===== config.mk =====
export PLATFORM = sky130hd
export DESIGN_NAME = exe_muldiv_unit
export DESIGN_NICKNAME = d
export VERILOG_FILES = /design/src/rtl/muldiv_pkg.sv /design/src/rtl/muldiv_iter_core.sv /design/src/rtl/exe_muldiv_unit.sv
export SDC_FILE = /design/constraint.sdc
export NUM_CORES = 1
export LEC_CHECK = 0
export BUFFER_PORTS_ARGS = -buffer_cell sky130_fd_sc_hd__buf_2
export CAP_MARGIN = 0
export CORE_MARGIN = 2
export CORE_UTILIZATION = 30
export DETAILED_ROUTE_END_ITERATION = 8
export GPL_TIMING_DRIVEN = 0
export PLACE_DENSITY = 0.51
export SYNTH_ARGS = -nofsm -noshare
export SYNTH_HDL_FRONTEND = slang
export SYNTH_SLANG_ARGS = --single-unit

===== constraint.sdc =====
create_clock -name clk -period 10.3 [get_ports clk]
set_input_delay 0.515 -clock clk [delete_from_list [all_inputs] [get_ports clk]]
set_output_delay 0.515 -clock clk [all_outputs]
set_load 0.01 [all_outputs]

===== src/rtl/muldiv_pkg.sv =====
// Shared types and constants for the RV32M iterative multiply/divide unit.
package muldiv_pkg;
    localparam int XLEN = 32;
    localparam int ITER = 32;

    localparam logic [2:0] F3_MUL    = 3'b000;
    localparam logic [2:0] F3_MULH   = 3'b001;
    localparam logic [2:0] F3_MULHSU = 3'b010;
    localparam logic [2:0] F3_MULHU  = 3'b011;
    localparam logic [2:0] F3_DIV    = 3'b100;
    localparam logic [2:0] F3_DIVU   = 3'b101;
    localparam logic [2:0] F3_REM    = 3'b110;
    localparam logic [2:0] F3_REMU   = 3'b111;

    typedef enum logic [1:0] {IDLE, CALC, DONE} state_t;
endpackage


===== src/rtl/muldiv_iter_core.sv =====
// One-bit-per-cycle datapath: shift-add multiply and restoring divide on operand magnitudes.
// The divide path exists only when MULDIV_DIV_EN is defined.
module muldiv_iter_core
    import muldiv_pkg::*;
(
    input  logic              clk,
    input  logic              reset,
    input  logic              load,
    input  logic              step,
`ifdef MULDIV_DIV_EN
    input  logic              div_mode,
    output logic [XLEN-1:0]   rem_nxt,
`endif
    input  logic [XLEN-1:0]   a_mag,
    input  logic [XLEN-1:0]   b_mag,
    output logic [5:0]        cnt,
    output logic [2*XLEN-1:0] acc_nxt
);
    logic [2*XLEN-1:0] acc;
    logic [XLEN-1:0]   opb;
    logic [XLEN:0]     mul_sum;
`ifdef MULDIV_DIV_EN
    logic [XLEN-1:0]   rem;
    logic [XLEN:0]     part;
    logic              qbit;
`endif

    // acc low word starts as the multiplier (or dividend) and is consumed LSB-first (MSB-first for divide)
    always_comb begin
        mul_sum = {1'b0, acc[63:32]} + (acc[0] ? {1'b0, opb} : 33'd0);
        acc_nxt = {mul_sum, acc[31:1]};
`ifdef MULDIV_DIV_EN
        part    = {rem, acc[31]};
        qbit    = (part >= {1'b0, opb});
        rem_nxt = rem;
        if (div_mode) begin
            rem_nxt = qbit ? 32'(part - {1'b0, opb}) : part[31:0];
            acc_nxt = {acc[63:32], acc[30:0], qbit};
        end
`endif
    end

    always_ff @(posedge clk or posedge reset) begin
        if (reset) begin
            acc <= '0;
            opb <= '0;
            cnt <= '0;
`ifdef MULDIV_DIV_EN
            rem <= '0;
`endif
        end else if (load) begin
            acc <= {32'd0, a_mag};
            opb <= b_mag;
            cnt <= 6'(ITER);
`ifdef MULDIV_DIV_EN
            rem <= '0;
`endif
        end else if (step) begin
            acc <= acc_nxt;
            cnt <= cnt - 6'd1;
`ifdef MULDIV_DIV_EN
            rem <= rem_nxt;
`endif
        end
    end
endmodule


===== src/rtl/exe_muldiv_unit.sv =====
// Execute-stage RV32M unit: FSM, operand sign handling, divide special cases and result mux.
// Define MULDIV_DIV_EN for DIV/DIVU/REM/REMU; otherwise divides complete in one cycle with result 0.
module exe_muldiv_unit
    import muldiv_pkg::*;
(
    input  logic            clk,
    input  logic            reset,
    input  logic            clear,
    input  logic            startE,
    input  logic [2:0]      funct3E,
    input  logic [XLEN-1:0] SrcAE,
    input  logic [XLEN-1:0] SrcBE,
    output logic            busyE,
    output logic            doneE,
    output logic [XLEN-1:0] MulDivResultE
);
    state_t            state;
    logic [2:0]        f3_q;
    logic              neg_q;
    logic              signed_a, signed_b, a_neg, b_neg;
    logic [XLEN-1:0]   a_mag, b_mag, calc_res;
    logic [2*XLEN-1:0] acc_nxt, prod;
    logic [5:0]        cnt;
    logic              load, step;
`ifdef MULDIV_DIV_EN
    logic              neg_r, div_zero, div_ovf;
    logic [XLEN-1:0]   rem_nxt;
`endif

    assign busyE = (state == CALC) | ((state == IDLE) & startE & ~clear);
    assign load  = (state == IDLE) & startE & ~clear;
    assign step  = (state == CALC) & ~clear;

    assign signed_a = (funct3E == F3_MULH) | (funct3E == F3_MULHSU) |
                      (funct3E == F3_DIV)  | (funct3E == F3_REM);
    assign signed_b = (funct3E == F3_MULH) | (funct3E == F3_DIV) | (funct3E == F3_REM);
    assign a_neg    = signed_a & SrcAE[31];
    assign b_neg    = signed_b & SrcBE[31];
    assign a_mag    = a_neg ? -SrcAE : SrcAE;
    assign b_mag    = b_neg ? -SrcBE : SrcBE;
`ifdef MULDIV_DIV_EN
    assign div_zero = funct3E[2] & (SrcBE == '0);
    assign div_ovf  = funct3E[2] & ~funct3E[0] & (SrcAE == 32'h8000_0000) & (SrcBE == '1);
`endif

    muldiv_iter_core u_core (
        .clk     (clk),
        .reset   (reset),
        .load    (load),
        .step    (step),
`ifdef MULDIV_DIV_EN
        .div_mode(f3_q[2]),
        .rem_nxt (rem_nxt),
`endif
        .a_mag   (a_mag),
        .b_mag   (b_mag),
        .cnt     (cnt),
        .acc_nxt (acc_nxt)
    );

    // Result is taken from the final step's next-state value so it is registered on entry to DONE
    always_comb begin
        prod = neg_q ? -acc_nxt : acc_nxt;
        case (f3_q)
            F3_MUL:                        calc_res = prod[31:0];
            F3_MULH, F3_MULHSU, F3_MULHU:  calc_res = prod[63:32];
`ifdef MULDIV_DIV_EN
            F3_DIV, F3_DIVU:               calc_res = neg_q ? -acc_nxt[31:0] : acc_nxt[31:0];
            F3_REM, F3_REMU:               calc_res = neg_r ? -rem_nxt : rem_nxt;
`endif
            default:                       calc_res = '0;
        endcase
    end

    always_ff @(posedge clk or posedge reset) begin
        if (reset) begin
            state         <= IDLE;
            doneE         <= 1'b0;
            MulDivResultE <= '0;
            f3_q          <= '0;
            neg_q         <= 1'b0;
`ifdef MULDIV_DIV_EN
            neg_r         <= 1'b0;
`endif
        end else if (clear) begin
            state <= IDLE;
            doneE <= 1'b0;
        end else begin
            case (state)
                IDLE: if (startE) begin
                    f3_q  <= funct3E;
                    neg_q <= a_neg ^ b_neg;
`ifdef MULDIV_DIV_EN
                    neg_r <= a_neg;
                    if (div_zero) begin
                        state         <= DONE;
                        doneE         <= 1'b1;
                        MulDivResultE <= funct3E[1] ? SrcAE : '1;
                    end else if (div_ovf) begin
                        state         <= DONE;
                        doneE         <= 1'b1;
                        MulDivResultE <= funct3E[1] ? 32'd0 : 32'h8000_0000;
                    end else begin
                        state <= CALC;
                    end
`else
                    if (funct3E[2]) begin
                        state         <= DONE;
                        doneE         <= 1'b1;
                        MulDivResultE <= '0;
                    end else begin
                        state <= CALC;
                    end
`endif
                end
                CALC: if (cnt == 6'd1) begin
                    state         <= DONE;
                    doneE         <= 1'b1;
                    MulDivResultE <= calc_res;
                end
                // The stalled instruction is still on the inputs here, so startE is not sampled
                DONE: begin
                    state <= IDLE;
                    doneE <= 1'b0;
                end
                default: state <= IDLE;
            endcase
        end
    end
endmodule


# After elaboration in Yosys (flattened, before gate mapping)
# Cells that the tools add are included.
[word_totals] inputBits=71 memories=0 elab_cells=75 ff_bits=141 romBits=0 ramBits=0 latch_bits=0 out_inout_bits=34
[op_classes] reduce_logical=10 n_eq_ne=16 mux=23 shift=0 n_lt_le_gt_ge=0 add_sub_neg=5 div_mod_pow=0 multipliers=0 bitwise=13
[ops] cell="$mux 32" n=6
[ops] cell="$mux 64" n=3
[ops] cell="$pmux 32 s2" n=2
[ops] cell="$neg 32->32" n=2
[ops] cell="$neg 64->64" n=1
[ops] cell="$add 32x33->33" n=1
[ops] cell="$mux 6" n=2
[ops] cell="$eq 3x2->1 const B" n=3
[ops] cell="$mux 2" n=4
[ops] cell="$eq 3x1->1 const B" n=2
[ops] cell="$eq 3x3->1 const B" n=2
[ops] cell="$eq 6x1->1 const B" n=1
[ops] cell="$ne 3x3->1 const B" n=2
[ops] cell="$or 1x1->1" n=6
[ops] cell="$sub 6x1->6 const B" n=1
[ops] cell="$and 1x1->1" n=5
[ops] cell="$reduce_and 5->1" n=1
[ops] cell="$mux 1" n=4
[ops] cell="$ne 2x2->1 const B" n=2
[ops] cell="$pmux 2 s2" n=1
[ops] cell="$reduce_and 4->1" n=1
[ops] cell="$reduce_bool 2->1" n=2
[ops] cell="$reduce_bool 4->1" n=1
[ops] cell="$logic_not 3->1" n=1
[ops] cell="other kinds (11)" n=11

# Logic depth before layout (Yosys ltp)
[depth] depth_word=7 ltp_mapped=14 mapped_depth_nobuf=13

# By module
# From an unflattened synthesis, not the netlist that was laid out.
[hier_totals] cells_unflattened=1327 hier_area_um2=11423.5
[by_module_without_submodules] module="muldiv_iter_core" cells_per_inst=705 instances=1 area_per_inst_um2=6700.2 seq_area_each_um2=2552.4
[by_module_without_submodules] module="exe_muldiv_unit" cells_per_inst=622 instances=1 area_per_inst_um2=4723.3 seq_area_each_um2=975.9

# Worst setup path before layout
# OpenSTA, ideal clock, no wires.
[synth_path] path_kind="register to register" start="register u_core.acc[0]" end="register MulDivResultE[30]" path_buffers=1 required_time_ns=10.168 arrival_time_ns=3.861 slack_ns=6.307 path_stages_with_launch=15 setup_time_ns=0.132 period_less_slack_ns=3.993 path_cell_list="dfrtp_1 -> clkbuf_1 -> and2_1 -> ha_1 -> fa_1 -> a21o_1 -> a221o_1 -> a211o_1 -> a2111oi_1 -> o32ai_1 -> a21oi_2 -> nand4_2 -> o41ai_1 -> xnor2_1 -> o21ai_1"
[synth_between] elab_chain_cells=7
[synth_lines] element="start, declared" line="muldiv_iter_core.sv:19" rtl="logic [2*XLEN-1:0] acc;"
[synth_lines] element="start signal, assigned" line="muldiv_iter_core.sv:52" rtl="acc <= {32'd0, a_mag};"
[synth_lines] element="start signal, assigned" line="muldiv_iter_core.sv:59" rtl="acc <= acc_nxt;"
[synth_lines] element="$mux 32 (*)" line="muldiv_iter_core.sv:30" rtl="mul_sum = {1'b0, acc[63:32]} + (acc[0] ? {1'b0, opb} : 33'd0);"
[synth_lines] element="$add 32x33->33 (*)" line="muldiv_iter_core.sv:30"
[synth_lines] element="$neg 64->64" line="exe_muldiv_unit.sv:63" rtl="prod = neg_q ? -acc_nxt : acc_nxt;"
[synth_lines] element="$mux 64 (*)" line="exe_muldiv_unit.sv:63"
[synth_lines] element="$pmux 32 s2 (*)" line="exe_muldiv_unit.sv:64" rtl="case (f3_q)"
[synth_lines] element="$mux 32 (*)" line="exe_muldiv_unit.sv:116" rtl="CALC: if (cnt == 6'd1) begin"
[synth_lines] element="$pmux 32 s2 (*)" line="exe_muldiv_unit.sv:89" rtl="case (state)"
[synth_lines] element="end signal, assigned" line="exe_muldiv_unit.sv:119" rtl="MulDivResultE <= calc_res;"
[synth_lines] element="end, declared" line="exe_muldiv_unit.sv:15" rtl="output logic [XLEN-1:0] MulDivResultE"
# Every way passes the cells marked *; elsewhere a longest branch is shown, timed or not. The select of a mux whose other input is x is not followed.
# A chain may end at the register's enable or synchronous reset.

# Worst setup path after layout
# Ends and elaborated chain as after synthesis.

==> impl_results.md <==
- Crit path max fanout: 10
- Fillers: 3624
- Syn Nets: 1378
- Tot Pwr: 2.14 mW
- Share of cells above drive strength 1: 12.1%
- Startpoint Class: flop
- WL/cell: 19.2 um
- CTS tree: yes
- Setup violators final: 0
- Commonest non-fill, non-tap cell in the layout: nand2_1
- First-pass GRT wire length: 54.9 mm
- Antenna fix cells: 0
- Num rows: 68
- Synth async-reset ratio: 100%
- Cts repair resizes: 0
- Max_cap viols: 0
- Largest net degree at the start of global routing: 79
- Critical path required time: 10.61 ns
- DIE AREA: 36800 sq um
- Later-pin clock latency in the skew report: 0.45 ns
- FF/Latch Area: 3530 sq um
- Syn. warnings: 0
- Final Hold Viols: 0
- WS Path Type: flop to flop
- Critical Path Source: u_core.acc[0]
- Grt ovf: 0
- Slew Viols, Final: 0
- Library cells used by synthesis: 77
- Total Neg Setup Slack: 0 ns
- CP Capture Type: flop
- Final Cycle Share: 48.8%
- Via/cell ratio: 5.42
- Worst relative slew slack: 42.2%
- Area growth from synthesis to layout: 16.3%
- I/O pin count: 105
- DRT iter0 DRCs: 722
- Ys flop type: dfrtp_1
- Detailed Route WL: 35.7 mm
- Nets: 1501
- EDFF count, synth: 0
- Drt drc: 0
- Vias in the first global route: 9718
- PortBufs: 103
- Peak supply drop: 122 uV
- Vias: 10.1k
- Worst Path Arrival: 5.34 ns
- All-Layer GR Usage: 19.6%
- Post-CTS Setup Inserts: 0
- Number of CTS-inserted buffers: 17
- Die Y: 192 um
- Status: finished clean
- Setup Skew: 0.0183 ns
- Worst Setup EP: MulDivResultE[30]
- GPL Wtd Cong: 0.907
- FMAX: 199 MHz
- Die width: 192 um
- P_leak: 5.21 nW
- Initial antenna violation count: 0
- Worst reg2reg startpoint: u_core.acc[0]
- R2r setup slk: 5.27 ns
- Hold_buf cts: 0
- Reg clk slew, reported paths: 0.08 ns
- Register area share after synthesis: 33.3%
- Post-Syn Instances: 1269
- Worst Tran Pin Value: 0.867 ns
- Pre-Repair DR Iteration Count: 5
- Core box area: 34600 sq um
- Min Clock Period, post-route: 5.03 ns
- Worst-case clock buffer depth: 2
- Worst Hold Class: input port to asynchronous set/reset pin
- Clock root buffer: clkbuf_16
- Multi-input logic area: 6680 sq um
- Starting density of the core: 30.6%
- PD cells: 174 nW/um^2
- Yosys reg bits: 141
- RSZ-0062 raised after global routing: no
- CTS H-tree depth: 4
- ANT nets after route: 0
- Avg Inst Size Synth: 8.34 sq um
- Cells on worst reg2reg path: 14
- Commonest non-fill, non-tap cells in the layout: nand2_1 (156), dfrtp_1 (141), o21ai_0 (119), buf_2 (106), a21oi_1 (84)
- Clock Sinks: 141
- Cell Area, Synth: 10600 sq um
- Reg2reg end: MulDivResultE[30]
- Detailed placement HPWL: 28.0 mm
==> how the worst min path moves through the flow <==
stage                     cells after the start           start                to
after global routing                          2           reset  MulDivResultE[9]
after CTS                                     2           reset  MulDivResultE[4]
final                                         2           reset  MulDivResultE[4]
after detailed placement                      2  u_core.opb[31]    u_core.opb[31]
after floorplan                               2  u_core.opb[31]    u_core.opb[31]
after global placement                        2  u_core.opb[31]    u_core.opb[31]
==> report_power, final <==
part           switching [mW]  total (mW)  internal, mW
registers              0.0895       0.724         0.635
clock network           0.301       0.652         0.351
logic                   0.478       0.764         0.285
total                   0.869        2.14          1.27
==> metal layers <==
metal	global-route usage, %	share of wire, %
met1	27.5	48
met2	31.6	46
met3	2.94	3.8
met4	4.38	1.6
met5	0	0
==> stage by stage <==
step	worst slack, ns	hold WS, ns	instances	instance area, sq um	util, %
2_1_floorplan	6.00	0.438	1269	10600	-
3_3_place_gp	3.99	0.457	1827	11700	33.7
3_5_place_dp	5.31	0.464	1828	11700	33.8
4_1_cts	5.26	0.191	1860	12300	35.6
5_1_grt	5.00	0.213	1860	12300	35.6
6_report	5.27	0.158	1860	12300	35.6
==> cells in the mapped netlist (4+ instances only) <==
master	n	area share, %
nand2_1	156	5.5
dfrtp_1	141	33
o21ai_0	119	5.6
a21oi_1	84	4.0
nor2_1	76	2.7
xor2_1	75	6.2
clkbuf_1	68	2.4
xnor2_1	67	5.5
and2_1	43	2.5
ha_1	37	4.4
a22o_1	31	2.6
o31ai_1	26	1.8
o22ai_1	25	1.5
a22oi_1	23	1.6
inv_1	23	0.82
nand3_1	23	1.1
o21ai_1	21	0.99
nor3_1	20	0.95
nor4_1	16	0.95
or3_1	16	0.95
nand2b_1	12	0.71
o41ai_1	12	0.99
a21o_1	10	0.71
nand4_1	10	0.59
o221ai_1	10	0.83
and3_1	9	0.53
a31oi_1	8	0.47
o211ai_1	8	0.57
mux2i_1	7	0.66
a211oi_1	6	0.43
or2_2	6	0.35
or4_1	6	0.43
and4_1	5	0.41
a221o_1	4	0.38
==> area by class of cell <==
| class | count | share of cell area (%) |
|---|---|---|
| flip-flops and latches | 141 | 28.6 |
| clock buffers | 17 | 3.45 |
| plain buffers | 72 | 2.29 |
| inverters | 25 | 0.803 |
| clock inverters | 15 | 1.51 |
| multi-input cells | 1031 | 54.3 |
| well taps | 455 | 4.62 |
| repair buffers | 104 | 4.41 |
==> state kept, by name, summed over array words and instances, names as in the netlist <==
name,count
u_core.acc,64
MulDivResultE,32
u_core.opb,32
u_core.cnt,6
f3_q,3
state,2
doneE,1
neg_q,1
==> worst max-delay path: stages (launching register included) <==
cell	delay, ns
dfrtp_1	0.50
clkbuf_1	0.26
and2_1	0.23
ha_1	0.23
fa_1	0.45
a21o_1	0.23
a221o_1	0.44
a211oi_4	0.38
xnor2_1	0.26
a2111o_1	0.54
nor3_2	0.40
nand4_2	0.22
o41ai_1	0.48
xnor2_1	0.17
o21ai_1	0.08
==> cells by family (layout without fill, tap and decap cells) <==
group	count (synthesis)	after routing	share of synthesized area (%)
AND/OR/NAND/NOR	423	423	20.4
multiplexers	7	7	0.662
buffers and inverters	97	233	3.55
adder cells (fa/ha/maj)	38	38	4.56
flip-flops	141	141	33.3
AO/OA/AOI/OAI	421	421	25.7
XOR/XNOR	142	142	11.7
(Power assumes the default switching activity.)
